## src/rtl/approx_mul_pkg.sv

```systemverilog
// Shared types and constants for the shared 8x8 multiplier controller.
// Latency: n/a (declarations only).
// Backpressure: n/a.
package approx_mul_pkg;

  localparam int OP_W     = 8;
  localparam int RES_W    = 16;
  // Requester index storage is sized for the largest supported NUM_REQ (8)
  localparam int ID_MAX_W = 3;

  localparam logic MODE_EXACT  = 1'b0;
  localparam logic MODE_APPROX = 1'b1;

  // Operation payload captured at accept and carried through stage 1
  typedef struct packed {
    logic [OP_W-1:0]     x;
    logic [OP_W-1:0]     y;
    logic [ID_MAX_W-1:0] id;
    logic                mode;
  } stage_pld_t;

endpackage

```

## src/rtl/approx_mul8.sv

```systemverilog
// Approximate 8x8 unsigned multiplier: partial products below column 4 are dropped.
// Latency: combinational.
// Backpressure: none (pure function of the operands).
module approx_mul8
  import approx_mul_pkg::*;
(
  input  logic [OP_W-1:0]  a_i,
  input  logic [OP_W-1:0]  b_i,
  output logic [RES_W-1:0] p_o
);

  localparam int TRUNC_COL = 4;

  // Sum only the partial-product bits that land in column TRUNC_COL or above
  always_comb begin
    p_o = '0;
    for (int i = 0; i < OP_W; i++) begin
      for (int j = 0; j < OP_W; j++) begin
        if ((i + j >= TRUNC_COL) && a_i[i] && b_i[j]) begin
          p_o = p_o + (RES_W'(1) << (i + j));
        end
      end
    end
  end

endmodule

```

## src/rtl/approx_mul_share_ctrl_rr_arbiter.sv

```systemverilog
// Round-robin arbiter: first active request at or above the pointer, wrapping.
// Latency: grant is combinational; pointer moves one cycle after an accept.
// Backpressure: pointer holds whenever no accept strobe is seen.
module rr_arbiter #(
  parameter int NUM_REQ = 4,
  parameter int ID_W    = 2
) (
  input  logic               clk_i,
  input  logic               rst_ni,
  input  logic [NUM_REQ-1:0] req_i,
  input  logic               accept_i,
  output logic               gnt_vld_o,
  output logic [ID_W-1:0]    gnt_idx_o
);

  logic [ID_W-1:0] ptr_q;
  logic [ID_W-1:0] ptr_d;
  logic [ID_W-1:0] cand;

  // Scan from farthest to nearest offset so the nearest active request wins
  always_comb begin
    gnt_vld_o = 1'b0;
    gnt_idx_o = '0;
    cand      = '0;
    for (int k = NUM_REQ - 1; k >= 0; k--) begin
      cand = ID_W'((int'(ptr_q) + k) % NUM_REQ);
      if (req_i[cand]) begin
        gnt_vld_o = 1'b1;
        gnt_idx_o = cand;
      end
    end
  end

  // Next pointer is one past the winner, wrapping at NUM_REQ-1
  always_comb begin
    ptr_d = ptr_q;
    if (accept_i) begin
      ptr_d = (gnt_idx_o == ID_W'(NUM_REQ - 1)) ? '0 : gnt_idx_o + 1'b1;
    end
  end

  // Pointer register
  always_ff @(posedge clk_i or negedge rst_ni) begin
    if (!rst_ni) ptr_q <= '0;
    else         ptr_q <= ptr_d;
  end

endmodule

```

## src/rtl/approx_mul_share_ctrl.sv

```systemverilog
// Shares one exact/approximate 8x8 multiplier among NUM_REQ round-robin requesters.
// Latency: 2 cycles accept-to-response; 1 op/cycle while resp_ready is high.
// Backpressure: S2 holds while resp_ready is low, S1 fills only when empty, then req_ready drops.
module approx_mul_share_ctrl
  import approx_mul_pkg::*;
#(
  parameter int NUM_REQ = 4,
  parameter int ID_W    = 2,
  parameter int CNT_W   = 16
) (
  input  logic                    clk,
  input  logic                    rst_n,
  input  logic [NUM_REQ-1:0]      req_valid,
  output logic [NUM_REQ-1:0]      req_ready,
  input  logic [NUM_REQ*OP_W-1:0] req_x,
  input  logic [NUM_REQ*OP_W-1:0] req_y,
  input  logic [NUM_REQ-1:0]      mode_approx,
  output logic                    resp_valid,
  input  logic                    resp_ready,
  output logic [RES_W-1:0]        resp_z,
  output logic [ID_W-1:0]         resp_id,
  output logic                    resp_approx,
  output logic [CNT_W-1:0]        cnt_approx,
  output logic [CNT_W-1:0]        cnt_total,
  input  logic                    cnt_clr
);

  logic [OP_W-1:0] x_arr [NUM_REQ];
  logic [OP_W-1:0] y_arr [NUM_REQ];

  for (genvar gi = 0; gi < NUM_REQ; gi++) begin : g_unpack
    assign x_arr[gi] = req_x[gi*OP_W +: OP_W];
    assign y_arr[gi] = req_y[gi*OP_W +: OP_W];
  end

  logic               gnt_vld;
  logic [ID_W-1:0]    gnt_idx;
  logic               adv1, adv2, accept;

  logic               v1_q, v1_d;
  stage_pld_t         s1_q, s1_d;
  logic               v2_q, v2_d;
  logic [RES_W-1:0]   z_q, z_d;
  logic [ID_MAX_W-1:0] id2_q, id2_d;
  logic               mode2_q, mode2_d;
  logic [CNT_W-1:0]   cnt_approx_q, cnt_approx_d;
  logic [CNT_W-1:0]   cnt_total_q, cnt_total_d;
  logic [RES_W-1:0]   z_approx, z_exact;

  assign adv2   = !v2_q || resp_ready;
  assign adv1   = !v1_q || adv2;
  // Gating with rst_n keeps req_ready low throughout reset
  assign accept = gnt_vld && adv1 && rst_n;

  rr_arbiter #(.NUM_REQ(NUM_REQ), .ID_W(ID_W)) u_arb (
    .clk_i     (clk),
    .rst_ni    (rst_n),
    .req_i     (req_valid),
    .accept_i  (accept),
    .gnt_vld_o (gnt_vld),
    .gnt_idx_o (gnt_idx)
  );

  approx_mul8 u_mul (
    .a_i (s1_q.x),
    .b_i (s1_q.y),
    .p_o (z_approx)
  );

  assign z_exact = RES_W'(s1_q.x) * RES_W'(s1_q.y);

  // Ready is offered only to the granted requester, and only when S1 can take it
  always_comb begin
    req_ready = '0;
    if (accept) req_ready[gnt_idx] = 1'b1;
  end

  // Stage next-state: S1 samples operands and mode at accept, S2 computes the product
  always_comb begin
    v1_d    = v1_q;
    s1_d    = s1_q;
    v2_d    = v2_q;
    z_d     = z_q;
    id2_d   = id2_q;
    mode2_d = mode2_q;
    if (adv1) begin
      v1_d = accept;
      if (accept) begin
        s1_d.x    = x_arr[gnt_idx];
        s1_d.y    = y_arr[gnt_idx];
        s1_d.id   = ID_MAX_W'(gnt_idx);
        s1_d.mode = mode_approx[gnt_idx];
      end
    end
    if (adv2) begin
      v2_d    = v1_q;
      z_d     = (s1_q.mode == MODE_APPROX) ? z_approx : z_exact;
      id2_d   = s1_q.id;
      mode2_d = s1_q.mode;
    end
  end

  // Saturating profile counters; clear wins over a same-cycle accept
  always_comb begin
    cnt_total_d  = cnt_total_q;
    cnt_approx_d = cnt_approx_q;
    if (cnt_clr) begin
      cnt_total_d  = '0;
      cnt_approx_d = '0;
    end else if (accept) begin
      if (cnt_total_q != '1) cnt_total_d = cnt_total_q + 1'b1;
      if (mode_approx[gnt_idx] == MODE_APPROX && cnt_approx_q != '1) begin
        cnt_approx_d = cnt_approx_q + 1'b1;
      end
    end
  end

  // Pipeline and counter registers
  always_ff @(posedge clk or negedge rst_n) begin
    if (!rst_n) begin
      v1_q         <= 1'b0;
      s1_q         <= '0;
      v2_q         <= 1'b0;
      z_q          <= '0;
      id2_q        <= '0;
      mode2_q      <= 1'b0;
      cnt_total_q  <= '0;
      cnt_approx_q <= '0;
    end else begin
      v1_q         <= v1_d;
      s1_q         <= s1_d;
      v2_q         <= v2_d;
      z_q          <= z_d;
      id2_q        <= id2_d;
      mode2_q      <= mode2_d;
      cnt_total_q  <= cnt_total_d;
      cnt_approx_q <= cnt_approx_d;
    end
  end

  assign resp_valid  = v2_q;
  assign resp_z      = z_q;
  assign resp_id     = id2_q[ID_W-1:0];
  assign resp_approx = mode2_q;
  assign cnt_total   = cnt_total_q;
  assign cnt_approx  = cnt_approx_q;

endmodule

```

## config.mk

```make
export PLATFORM = sky130hd
export DESIGN_NAME = approx_mul_share_ctrl
export DESIGN_NICKNAME = d
export VERILOG_FILES = /design/src/rtl/approx_mul_pkg.sv /design/src/rtl/approx_mul8.sv /design/src/rtl/approx_mul_share_ctrl_rr_arbiter.sv /design/src/rtl/approx_mul_share_ctrl.sv
export SDC_FILE = /design/constraint.sdc
export NUM_CORES = 1
export LEC_CHECK = 0
export CORE_MARGIN = 1
export CORE_UTILIZATION = 55
export CTS_CLUSTER_SIZE = 20
export DETAILED_ROUTE_END_ITERATION = 16
export PLACE_DENSITY_LB_ADDON = 0.25
export REMOVE_ABC_BUFFERS = 1
export SYNTH_ARGS = -nofsm -noshare
export SYNTH_HDL_FRONTEND = slang
export SYNTH_HIERARCHICAL = 1
export SYNTH_SLANG_ARGS = --single-unit
```

## constraint.sdc

```tcl
create_clock -name clk -period 24.7 [get_ports clk]
set_clock_uncertainty 0.05 [all_clocks]
set_input_delay 2.47 -clock clk [delete_from_list [all_inputs] [get_ports clk]]
set_output_delay 2.47 -clock clk [all_outputs]
set_load 0.05 [all_outputs]
```

==> results of run 1 <==
==> cell usage after synthesis (15+ instances only) <==
cell	number
mux2i_1	46
o21a_1	15
o211ai_1	16
nor4_1	20
and2_1	100
nand3_1	120
xnor3_1	31
inv_1	100
or3_1	19
nand2b_1	23
fa_1	36
nor2_1	147
nand2_1	276
mux2_2	21
o31ai_1	18
a21oi_1	86
a31oi_1	27
nand4_1	44
xor2_1	61
or2_2	15
dfrtp_1	74
clkbuf_1	66
xnor2_1	124
ha_1	87
mux4_2	17
a211oi_1	19
nor3_1	62
o21ai_0	90
and3_1	60
==> flip-flops by register name (all words and copies together) (netlist names) <==
signal and cells:
s1_q 19, id2_q 2, resp_z 16, cnt_approx 16, v1_q 1, u_arb/ptr_q 2
resp_valid 1, cnt_total 16, resp_approx 1
==> cells by family after synthesis <==
group           Yosys count
simple gates            993
buf+inv                 198
compound gates          453
other cells               1
mux                      87
flops                    74
fa+ha+maj               127
xor+xnor                231
==> layer usage <==
layer	vias to the layer above	wire (um)	GRT usage, %
met5	-	0	0
met4	0	685	7.25
met3	55	2600	3.14
met2	520	21700	50.3
met1	7956	21300	40.6
li1	8045	-	-
==> final cells by class <==
class	instances	share of cell area, %
multi-input combinational	1895	75.7
sequential	74	9.99
timing repair buffer	152	7.91
tap	390	2.63
inverter	104	2.11
clock buffer	10	1.29
clock inverter	6	0.398
==> worst min-delay path: stages (launching register included) <==
cell and delay (ps):
dfrtp_1 350, nand2_1 50, nand2_1 50
==> through the flow <==
stage,area (um^2),std cells
finish,18500,2631
global route,18500,2631
CTS,18500,2631
detailed placement,18200,2615
global placement,18200,2615
floorplan,16300,2073
==> final timing paths <==
kind                                      to  slack, ps  cells past startpoint
worst min-delay path             resp_approx        430                      2
max in group asynchronous         resp_z[10]      21620                      2
worst min register to register   resp_approx        430                      2
min in group asynchronous       cnt_total[0]       2390                      2
worst max-delay path              resp_z[15]       1790                     97
worst max register to register    resp_z[15]       1790                     97
==> results.sh, run 1 <==
export IMPL_clk_pin_slew_ps=60
export IMPL_diodes=0
export IMPL_setup_tns_ps=0
export IMPL_rows=63
export IMPL_dieWidth_um=176
export IMPL_regArea_um2=1850
export IMPL_crit_required_ps=24870
export IMPL_synthToLayoutAreaGrowth_pct=11.4
export IMPL_antenna_found_initial=0
export IMPL_grt_pass1_vias=15800
export IMPL_pre_cts_slack_ps=2090
export IMPL_cts_made_buffers=9
export IMPL_die_area_um2=30900
export IMPL_routed_wl_um=46300
export IMPL_yosysTopAreaCell="dfrtp_1"
export IMPL_yosys_warnings=6
export IMPL_die_h_um=176
export IMPL_cts_root_buf="clkbuf_16"
export IMPL_final_cell_mix="276 x nand2_1, 147 x nor2_1, 130 x clkdlybuf4s50_1"
export IMPL_fmax_mhz=43.6
export IMPL_port_buffers=131
export IMPL_critPathMaxFanout=32
export IMPL_start_kind="flop"
export IMPL_synthSimpleGateAreaFrac_pct=31.1
export IMPL_timing_rr_start="s1_q[13]"
export IMPL_core_area_um2=29700
export IMPL_synth_area_leaders="dfrtp_1 11%, ha_1 6.5%, xnor2_1 6.5%"
export IMPL_cts_buffer_depth=2
export IMPL_cts_resized=0
export IMPL_synth_ff_type="dfrtp_1"
export IMPL_drv_cap=0
export IMPL_whs_ps=435
export IMPL_final_common_cell="nand2_1"
export IMPL_vias=16600
export IMPL_postCtsSetupBuffers=0
export IMPL_synth_top_family_by_area="simple AND/OR/NAND/NOR gates"
export IMPL_async_reset_ff_share_pct=100
export IMPL_start_util_pct=56.0
export IMPL_synth_compound_area_share_pct=19.4
export IMPL_drt_iter0_markers=944
export IMPL_synth_edf_count=0
export IMPL_hold_buffers=0
export IMPL_synth_cells=2164
export IMPL_critPathArrivalTime_ps=23080
export IMPL_drt_vias_per_instance=6.30
export IMPL_max_stage_delay_ps=920
export IMPL_place_gp_congestion=0.904
export IMPL_relSlewSlack_pct=36.1
export IMPL_multi_input_area_um2=14000
export IMPL_grt_use_total_pct=29.8
export IMPL_fin_crit_ps=22910
export IMPL_ys_ff_latch=74
export IMPL_synth_area_per_cell_um2=7.69
export IMPL_drive_above_1_share_pct=7.32
export IMPL_worst_slack_ps=1790
export IMPL_htreeDepth=3
export IMPL_synth_top_cell_area_share_pct=11.1
export IMPL_synth_area_mux_share_pct=6.79
export IMPL_tightest_slew_ps=932
export IMPL_cp_startpoint="s1_q[13]"
export IMPL_fin_nets=2435
export IMPL_worst_path_most_repeated_cell="xnor2_1"
export IMPL_antenna_left=0
export IMPL_criticalPathCategory="flop to flop"
export IMPL_remaining_drc_errors=0
export IMPL_grt_max_degree=76
export IMPL_syn_cell_area_um2=16600
export IMPL_grt_overflow=0
export IMPL_wl_per_cell_um=17.6
export IMPL_critPathSlowestCell="dfrtp_1"
export IMPL_ys_seq_area_share_pct=11.1
export IMPL_cp_end_kind="flop"
export IMPL_cts_tree="yes"
export IMPL_synth_xor_area_share_pct=15.7
export IMPL_clock_latency_ps=340
export IMPL_period_share_pct=92.8
export IMPL_rsz0062_at_grt="no"
export IMPL_hold_viol=0
export IMPL_hp_class="flop to flop"
export IMPL_cts_sinks=74
export IMPL_crit_family="XOR/XNOR gates"
export IMPL_first_pass_iters=7
export IMPL_critPathBufInv=5
export IMPL_grt_first_pass_wirelength_um=76900
export IMPL_report_final_slew_viol_count=0
export IMPL_io_pins=132
export IMPL_fillers=2619
export IMPL_synth_cell_types=124
export IMPL_synth_adder_area_share_pct=11.1
export IMPL_final_core_util_pct=62.3
export IMPL_hold_start="resp_approx"
export IMPL_setup_viol=0
export IMPL_status="completed"
export IMPL_dpl_hpwl_um=35700
Power of run 1 is left out: the tool's default activity adds up to more than one toggle a clock period on the data nets, which glitch-free logic cannot reach.
==> run 2, diff against run 1 <==
--- a/config.mk
+++ b/config.mk
@@ -11,6 +11,7 @@
 export DETAILED_ROUTE_END_ITERATION = 16
 export PLACE_DENSITY_LB_ADDON = 0.25
 export REMOVE_ABC_BUFFERS = 1
+export SKIP_LAST_GASP = 1
 export SYNTH_ARGS = -nofsm -noshare
 export SYNTH_HDL_FRONTEND = slang
 export SYNTH_HIERARCHICAL = 1
==> results of run 2 <==
Same layout as run 1: the final DEF is identical, and so are final timing and power.
Power of run 2 is left out for the same reason.
